**src/rtl/dmem_pkg.sv**
```systemverilog
// dmem_pkg: shared state encoding and default geometry for the data-memory dump reader
package dmem_pkg;
    typedef enum logic [1:0] {IDLE, RUN, FIN} state_t;
    localparam int DMEM_ADDR_W = 9;
    localparam int DMEM_DATA_W = 32;
    localparam int DMEM_STEP   = 4;
endpackage

```
**src/rtl/rd_buf_fifo.sv**
```systemverilog
// rd_buf_fifo: small synchronous FIFO with occupancy count and same-cycle push/pop
module rd_buf_fifo #(
    parameter int DEPTH = 2,
    parameter int WIDTH = 8
) (
    input  logic                       clk,
    input  logic                       rst,
    input  logic                       i_push,
    input  logic [WIDTH-1:0]           i_din,
    input  logic                       i_pop,
    output logic [WIDTH-1:0]           o_dout,
    output logic [$clog2(DEPTH+1)-1:0] o_count,
    output logic                       o_full,
    output logic                       o_empty
);
    localparam int PW = DEPTH > 1 ? $clog2(DEPTH) : 1;
    localparam int CW = $clog2(DEPTH + 1);
    logic [WIDTH-1:0] r_mem [DEPTH];
    logic [PW-1:0] r_wp, r_rp;
    logic [CW-1:0] r_cnt;
    logic w_push, w_pop;
    assign o_count = r_cnt;
    assign o_full  = r_cnt == CW'(DEPTH);
    assign o_empty = r_cnt == '0;
    assign o_dout  = r_mem[r_rp];
    assign w_pop   = i_pop && !o_empty;
    assign w_push  = i_push && (!o_full || w_pop);
    always_ff @(posedge clk) begin
        if (rst) begin
            r_wp  <= '0;
            r_rp  <= '0;
            r_cnt <= '0;
            for (int i = 0; i < DEPTH; i++) r_mem[i] <= '0;
        end else begin
            if (w_push) begin
                r_mem[r_wp] <= i_din;
                r_wp        <= r_wp == PW'(DEPTH - 1) ? '0 : r_wp + PW'(1);
            end
            if (w_pop) r_rp <= r_rp == PW'(DEPTH - 1) ? '0 : r_rp + PW'(1);
            r_cnt <= r_cnt + CW'(w_push) - CW'(w_pop);
        end
    end
    assert property (@(posedge clk) disable iff (rst) !(i_push && o_full && !i_pop));
endmodule

```
**src/rtl/dmem_dump_reader.sv**
```systemverilog
// dmem_dump_reader: walks a data-memory address range and streams each word out on valid/ready
module dmem_dump_reader
    import dmem_pkg::*;
#(
    parameter int ADDR_WIDTH = DMEM_ADDR_W,
    parameter int DATA_WIDTH = DMEM_DATA_W,
    parameter int ADDR_STEP  = DMEM_STEP,
    parameter int RD_LATENCY = 1
) (
    input  logic                  clk,
    input  logic                  rst,
    input  logic                  i_start,
    input  logic [ADDR_WIDTH-1:0] i_base_addr,
    input  logic [ADDR_WIDTH:0]   i_word_count,
    output logic                  o_busy,
    output logic                  o_done,
    output logic                  o_mem_re,
    output logic [ADDR_WIDTH-1:0] o_mem_addr,
    input  logic [DATA_WIDTH-1:0] i_mem_rdata,
    output logic                  o_out_valid,
    input  logic                  i_out_ready,
    output logic [DATA_WIDTH-1:0] o_out_data,
    output logic [ADDR_WIDTH-1:0] o_out_addr
);
    localparam int BUF_DEPTH = RD_LATENCY + 1;
    localparam int CW = $clog2(BUF_DEPTH + 1);
    localparam int FW = ADDR_WIDTH + DATA_WIDTH;
    state_t r_state, w_next;
    logic [ADDR_WIDTH-1:0] r_addr;
    logic [ADDR_WIDTH:0] r_count, r_issued;
    logic [RD_LATENCY-1:0] r_tag_v;
    logic [RD_LATENCY-1:0][ADDR_WIDTH-1:0] r_tag_a;
    logic [FW-1:0] w_head;
    logic [CW-1:0] w_occ;
    logic w_full, w_empty, w_pop, w_issue, w_drain;
    int w_used;
    // Slots committed to in-flight reads or buffered words; the word leaving this cycle frees its slot.
    always_comb begin
        w_used = int'(w_occ) - int'(w_pop);
        for (int i = 0; i < RD_LATENCY; i++) w_used += int'(r_tag_v[i]);
    end
    assign w_pop   = o_out_valid && i_out_ready;
    assign w_issue = r_state == RUN && r_issued != r_count && w_used < BUF_DEPTH;
    assign w_drain = r_issued == r_count && w_used == 0;
    always_comb begin
        w_next = r_state == IDLE ? (i_start ? (i_word_count == '0 ? FIN : RUN) : IDLE) :
                 r_state == RUN  ? (w_drain ? FIN : RUN) : IDLE;
    end
    always_ff @(posedge clk) begin
        if (rst) r_state <= IDLE;
        else     r_state <= w_next;
    end
    always_ff @(posedge clk) begin
        if (rst) begin
            r_addr   <= '0;
            r_count  <= '0;
            r_issued <= '0;
            r_tag_v  <= '0;
            r_tag_a  <= '0;
        end else begin
            if (r_state == IDLE && i_start) begin
                r_addr   <= i_base_addr;
                r_count  <= i_word_count;
                r_issued <= '0;
            end else if (w_issue) begin
                r_addr   <= r_addr + ADDR_WIDTH'(ADDR_STEP);
                r_issued <= r_issued + (ADDR_WIDTH + 1)'(1);
            end
            r_tag_v[0] <= w_issue;
            r_tag_a[0] <= r_addr;
            for (int i = 1; i < RD_LATENCY; i++) begin
                r_tag_v[i] <= r_tag_v[i-1];
                r_tag_a[i] <= r_tag_a[i-1];
            end
        end
    end
    rd_buf_fifo #(.DEPTH(BUF_DEPTH), .WIDTH(FW)) u_buf (
        .clk     (clk),
        .rst     (rst),
        .i_push  (r_tag_v[RD_LATENCY-1]),
        .i_din   ({r_tag_a[RD_LATENCY-1], i_mem_rdata}),
        .i_pop   (w_pop),
        .o_dout  (w_head),
        .o_count (w_occ),
        .o_full  (w_full),
        .o_empty (w_empty)
    );
    assign o_busy      = r_state != IDLE;
    assign o_done      = r_state == FIN;
    assign o_mem_re    = w_issue;
    assign o_mem_addr  = w_issue ? r_addr : '0;
    assign o_out_valid = !w_empty;
    assign o_out_data  = o_out_valid ? w_head[DATA_WIDTH-1:0] : '0;
    assign o_out_addr  = o_out_valid ? w_head[FW-1:DATA_WIDTH] : '0;
    assert property (@(posedge clk) disable iff (rst) w_full |-> (!w_issue || w_pop));
endmodule
```
**config.mk**
```make
export PLATFORM = sky130hd
export DESIGN_NAME = dmem_dump_reader
export DESIGN_NICKNAME = d
export VERILOG_FILES = /design/src/rtl/dmem_pkg.sv /design/src/rtl/rd_buf_fifo.sv /design/src/rtl/dmem_dump_reader.sv
export SDC_FILE = /design/constraint.sdc
export NUM_CORES = 1
export LEC_CHECK = 0
export CAP_MARGIN = 20
export CORE_ASPECT_RATIO = 1.2
export CORE_MARGIN = 5
export CORE_UTILIZATION = 50
export CTS_BUF_LIST = sky130_fd_sc_hd__clkbuf_4
export CTS_CLUSTER_DIAMETER = 80
export DETAILED_ROUTE_END_ITERATION = 8
export DONT_BUFFER_PORTS = 1
export HOLD_SLACK_MARGIN = 0.15
export PLACE_DENSITY = 0.74
export SYNTH_ARGS = -nofsm -noshare
export SYNTH_HDL_FRONTEND = slang
export SYNTH_SLANG_ARGS = --single-unit
```
**constraint.sdc**
```tcl
create_clock -name clk -period 5.8 [get_ports clk]
set_input_delay 1.16 -clock clk [delete_from_list [all_inputs] [get_ports clk]]
set_output_delay 1.16 -clock clk [all_outputs]
set_load 0.05 [all_outputs]
```
==> out/qor.yml, run 1 <==
status:
  status: "completed"
final_layout:
  area_delta_synth_final_pct: 7.266
  area.sequential_um2: 3385
  nFillCells: 968
  num-nets-final: 579
  multiInputGateArea_um2: 2268
  final_cell_mix: "and2_1 (94), edfxtp_1 (82), nor2_1 (58)"
  drive_above_1_share_pct: 9.659
  antenna_cells: 0
  final_common_cell: "and2_1"
die:
  start_util_pct: 50.64
  io_pins: 109
  die_x_um: 108.3
  fp.dieH_um: 128.0
  rows: 43
  fp.coreArea_um2: 11460
  die_area_um2: 13870
routing:
  wl_mm: 11.16
  dr.first_iter.drc_count: 148
  wl_per_cell_um: 16.29
  dr.pass1.iters: 4
  drc: 0
  vias: 3640
  detail-route-antenna-nets: 0
  avgViaCountPerCell: 5.314
job:
  drv_cap: 0
grt:
  grt_pass1_wl_mm: 17.62
  grt_start_max_net_pins: 44
  grtUsageTotal_pct: 16.38
  grt.overflow.total: 0
  grt_pass1_vias: 3774
  antenna_found_initial: 0
sta:
  drv_slew: 0
  hold_violations: 0
  setup-violations-final: 0
  period_share_pct: 82.20
  tightestPinTransition_ps: 998.4
  fmax_mhz: 209.7
  setup_slack_ps: 1032
  finClkSkew_ps: 15.78
  finalCriticalPeriod_ps: 4768
  slew_headroom_pct: 33.19
  finalSetupTns_ps: 0
  rsz0062_at_grt: "no"
min_path:
  holdCritPathClass: "reg -> reg"
clock_tree:
  root_buffer: "clkbuf_4"
  clockBufferDepth: 2
  hold_buffers: 0
  cts_tree: "done"
  cts.sinks: 128
  numCtsBuffers: 17
  htreeDepth: 4
  cts_resized: 0
  clk_latency_ps: 490
  clk_pin_slew_ps: 100
  post_cts_buffers: 0
yosys:
  ys_types: 43
  syn_area_per_cell_um2: 11.14
  yosys_warnings: 0
  synth_area_um2: 5803
  ys_seq_area_share_pct: 58.30
  synth_cells: 521
  synth_nets: 585
  synth-seq-cells: 128
worst_setup_path:
  worst-endpoint-arrival_ps: 3610
  cp-start-kind: "input pin"
  worst_setup_path_end_kind: "primary output"
  cp_max_fo: 24
  critPathKind: "in -> out"
  required_ps: 4640
power_and_ir_drop:
  power.leakage_nw: 2.239
  powerDensity_nw_per_um2: 388.9
  ir_drop_v: 0.0001599
  p_total_mw: 2.421
placed_design:
  place_congestion: 0.7866
  io_buffers: 0
  dpl_worst_slack_ps: 1030
  dpl.hpwl_mm: 7.331
## worst paths after layout
check	from	end	slack, ps	cells after the start
min reg2reg	r_addr[0]	r_addr[0]	470	2
max	i_out_ready	o_mem_addr[2]	1030	10
max reg2reg	u_buf.o_count[0]	r_addr[6]	2950	11
min	r_addr[0]	r_addr[0]	470	2
## metrics by stage
stage          area (um^2)  hold WS (ps)  util (%)  instances
3_3_place_gp          5939         444.1     51.83        653
6_report              6225         466.6     54.32        685
5_1_grt               6225         482.1     54.32        685
3_5_place_dp          5939         452.3     51.83        653
2_1_floorplan         5803         440.2         -        521
4_1_cts               6225         467.6     54.32        685
## kinds of logic after synthesis
logic type / after synthesis / synth area share [%]
compound gates: 47 / 5.261
xor+xnor: 16 / 2.544
fa+ha+maj: 9 / 2.070
buf+inv: 43 / 3.105
flops: 128 / 58.30
mux: 41 / 7.072
simple gates: 237 / 21.65
## sequential cells by signal, summed over array words and instances, names as in the netlist, named ones only
name and flops:
r_state 2, u_buf.r_rp 1, u_buf.o_count 2, r_tag_a 9, u_buf.r_wp 1, u_buf.r_mem 82
r_count 10, r_issued 10, r_addr 9, r_tag_v 1
## layout make-up
type                            count  area share, %
Clock buffer                       22          2.653
Sequential cell                   128          54.37
Timing Repair Buffer                6         0.7236
Multi-Input combinational cell    350          36.44
Tap cell                          157          3.156
Inverter                           12         0.7236
Clock inverter                     10          1.930
## power by group
| group | total, mW | switching (mW) | internal [mW] |
|---|---|---|---|
| registers | 1.09 | 0.0450 | 1.05 |
| logic | 0.710 | 0.550 | 0.160 |
| clock network | 0.616 | 0.299 | 0.317 |
## synthesized netlist by cell type, drive strengths merged
master,n,share of area [%]
mux2i,41,7.1
dfxtp,46,16
xnor2,15,2.4
nand4,6,0.75
o311ai,1,0.15
or2,2,0.22
nor4,4,0.43
ha,8,1.7
a31oi,2,0.22
clkbuf,22,1.4
or3,5,0.54
nand3b,2,0.26
o21bai,2,0.26
and3,2,0.22
nor2b,13,1.4
a31o,1,0.15
o31ai,6,1.0
nand3,3,0.26
or4,5,0.65
a211oi,3,0.39
a21oi,23,2.0
inv,12,0.78
fa,1,0.34
nor3b,1,0.13
xor2,1,0.15
edfxtp,82,42
buf,9,0.91
and4,1,0.19
a311oi,2,0.41
o21ai,6,0.52
and2,94,10
o32a,1,0.17
nand2,38,2.5
nand2b,1,0.11
nor2,59,3.8
nor3,1,0.086
## layer usage
metal / track usage [%] / share of wire [%] / vias to the layer above
met3: 5.491 / 6.4 / 13
met1: 17.38 / 40 / 1742
met2: 29.80 / 52 / 103
li1: - / - / 1782
met4: 6.166 / 1.2 / 0
met5: 0 / 0 / -
## critical path: stages
cell and delay, ps:
nor2b_1 110, ha_1 270, inv_1 50, ha_1 210, fa_1 360, nor2_1 180, o31ai_4 90, buf_4 210
inv_2 410, and2_1 520
Note: power is estimated with default switching activity, not from simulation.
==> run 2, diff against run 1 <==
Settings changed: PLACE_DENSITY 0.74 to 0.77.
Clock period 5.8 ns to 3.8 ns, I/O delays scaled along.
==> out/qor.yml, run 2 (synthesis gave the netlist of run 1 again) <==
final_layout:
  fin_area_um2: 6405
  final_cell_mix: "and2_1 (94), edfxtp_1 (82), nor2_1 (58)"
  final_common_cell: "and2_1"
  antenna_cells: 0
  area_delta_synth_final_pct: 10.37
  top_register: "u_buf.r_mem"
  drive_above_1_share_pct: 11.48
  num-nets-final: 591
  nFillCells: 966
  largest_register_ffs: 82
  reg.largest.list: "u_buf.r_mem (82), r_count (10), r_issued (10)"
min_path:
  holdCritPathClass: "in -> reg"
routing:
  met2_length_mm: 6.056
  detail-route-antenna-nets: 0
  dr.first_iter.drc_count: 119
  vias: 3720
  wl_per_cell_um: 16.50
  drt-met1-wl_mm: 4.493
  avgViaCountPerCell: 5.337
  dr.pass1.iters: 4
  wl_met3_um: 776
  wl_mm: 11.50
  highest_layer: "met4"
  drc: 0
sta:
  period_share_pct: 93.98
  fmax_mhz: 280.0
  finalCriticalPeriod_ps: 3571
  rsz0062_at_grt: "no"
  tightestPinTransition_ps: 990.2
  whs_ps: 301.0
  hold_violations: 0
  setup-violations-final: 0
  finClkSkew_ps: 15.29
  slew_headroom_pct: 33.74
  finalSetupTns_ps: 0
  drv_slew: 0
worst_setup_path:
  cpMostUsedCell: "ha_1"
  worst-endpoint-arrival_ps: 2810
  critPathMaxStageDelay_ps: 360
  cp_max_fo: 20
  path_buf_inv: 3
  worst_setup_path_end_kind: "primary output"
  required_ps: 3040
  crit_family: "adder cells"
  crit_path_top_delay_cell: "dfxtp_1"
  path_cells: "nor2_4, nor2b_1, ha_1, inv_1, ha_1, fa_1, nor2_1, o31ai_4, clkinv_2, and2_1, buf_12"
  critPathKind: "reg -> out"
  cp-start-kind: "flop"
placed_design:
  place_area_um2: 6142
  place_congestion: 0.7670
  io_buffers: 0
  dpl.hpwl_mm: 7.818
die:
  fp.dieH_um: 128.0
  io_pins: 109
  die_x_um: 108.3
  fp.coreArea_um2: 11460
  die_area_um2: 13870
  start_util_pct: 50.64
  rows: 43
grt:
  grt_pass1_wl_mm: 18.58
  grt_pass1_vias: 3846
  grtUsageTotal_pct: 17.33
  grt_start_max_net_pins: 44
  antenna_found_initial: 0
  grt.overflow.total: 0
clock_tree:
  htreeDepth: 4
  root_buffer: "clkbuf_4"
  numCtsBuffers: 17
  clk_latency_ps: 510
  cts_tree: "done"
  clk_pin_slew_ps: 110
  cts.sinks: 128
  clockBufferDepth: 2
  post_cts_buffers: 0
power_and_ir_drop:
  power.leakage_nw: 2.310
  p_switching_mw: 1.397
  ir_drop_v: 0.0002698
  powerDensity_nw_per_um2: 573.8
  swShare_pct: 38.02
  power_frac_comb_pct: 30.8
  p_clk_share_pct: 23.9
  power.internal_mw: 2.278
  p_total_mw: 3.675
  power_frac_seq_pct: 45.3
job:
  drv_cap: 0
status:
  status: "completed"
-- run 2: power by group through the flow --
stage	logic [mW]	clock network (mW)	registers [mW]
6_report	1.13	0.878	1.67
5_1_grt	1.22	0.972	1.68
4_1_cts	1.15	0.904	1.67
3_5_place_dp	1.15	0	1.70
3_3_place_gp	1.12	0	1.69
2_1_floorplan	0.967	0	1.68
-- run 2: routing by layer --
layer | vias up | GRT usage, %
met2 | 100 | 30.82
met5 | - | 0
met3 | 14 | 5.390
li1 | 1808 | -
met4 | 0 | 7.429
met1 | 1798 | 18.92
-- run 2: layout make-up --
type,count,area (um^2),share of cell area [%]
flip-flops and latches,128,3385,52.84
clock buffers,19,142.6,2.227
clock inverters,13,118.9,1.856
well taps,157,196.4,3.067
inverters,12,46.29,0.7228
repair buffers,18,247.7,3.868
multi-input cells,350,2268,35.42
-- run 2: metrics by stage --
step | utilization, % | setup slack, ps | instances
CTS | 55.88 | 91.26 | 697
global placement | 53.60 | 355.8 | 665
global route | 55.89 | 4.831 | 697
floorplan | - | 57.14 | 521
finish | 55.89 | 228.9 | 697
detailed placement | 53.60 | 286.1 | 665
-- run 2: repair_timing --
| item | in CTS | in global routing |
|---|---|---|
| hold buffers | 0 | 0 |
| endpoints found under the setup margin | 0 | 8 |
| resized for setup | 0 | 1 |
-- run 2: worst paths after layout --
kind | from | endpoint | slack, ps | cells past startpoint
worst max-delay path | u_buf.o_count[0] | o_mem_addr[7] | 230 | 11
worst min-delay path | rst | r_addr[6] | 300 | 1
worst max register to register | u_buf.o_count[0] | r_addr[8] | 1140 | 11
worst min register to register | r_addr[0] | r_addr[0] | 470 | 2
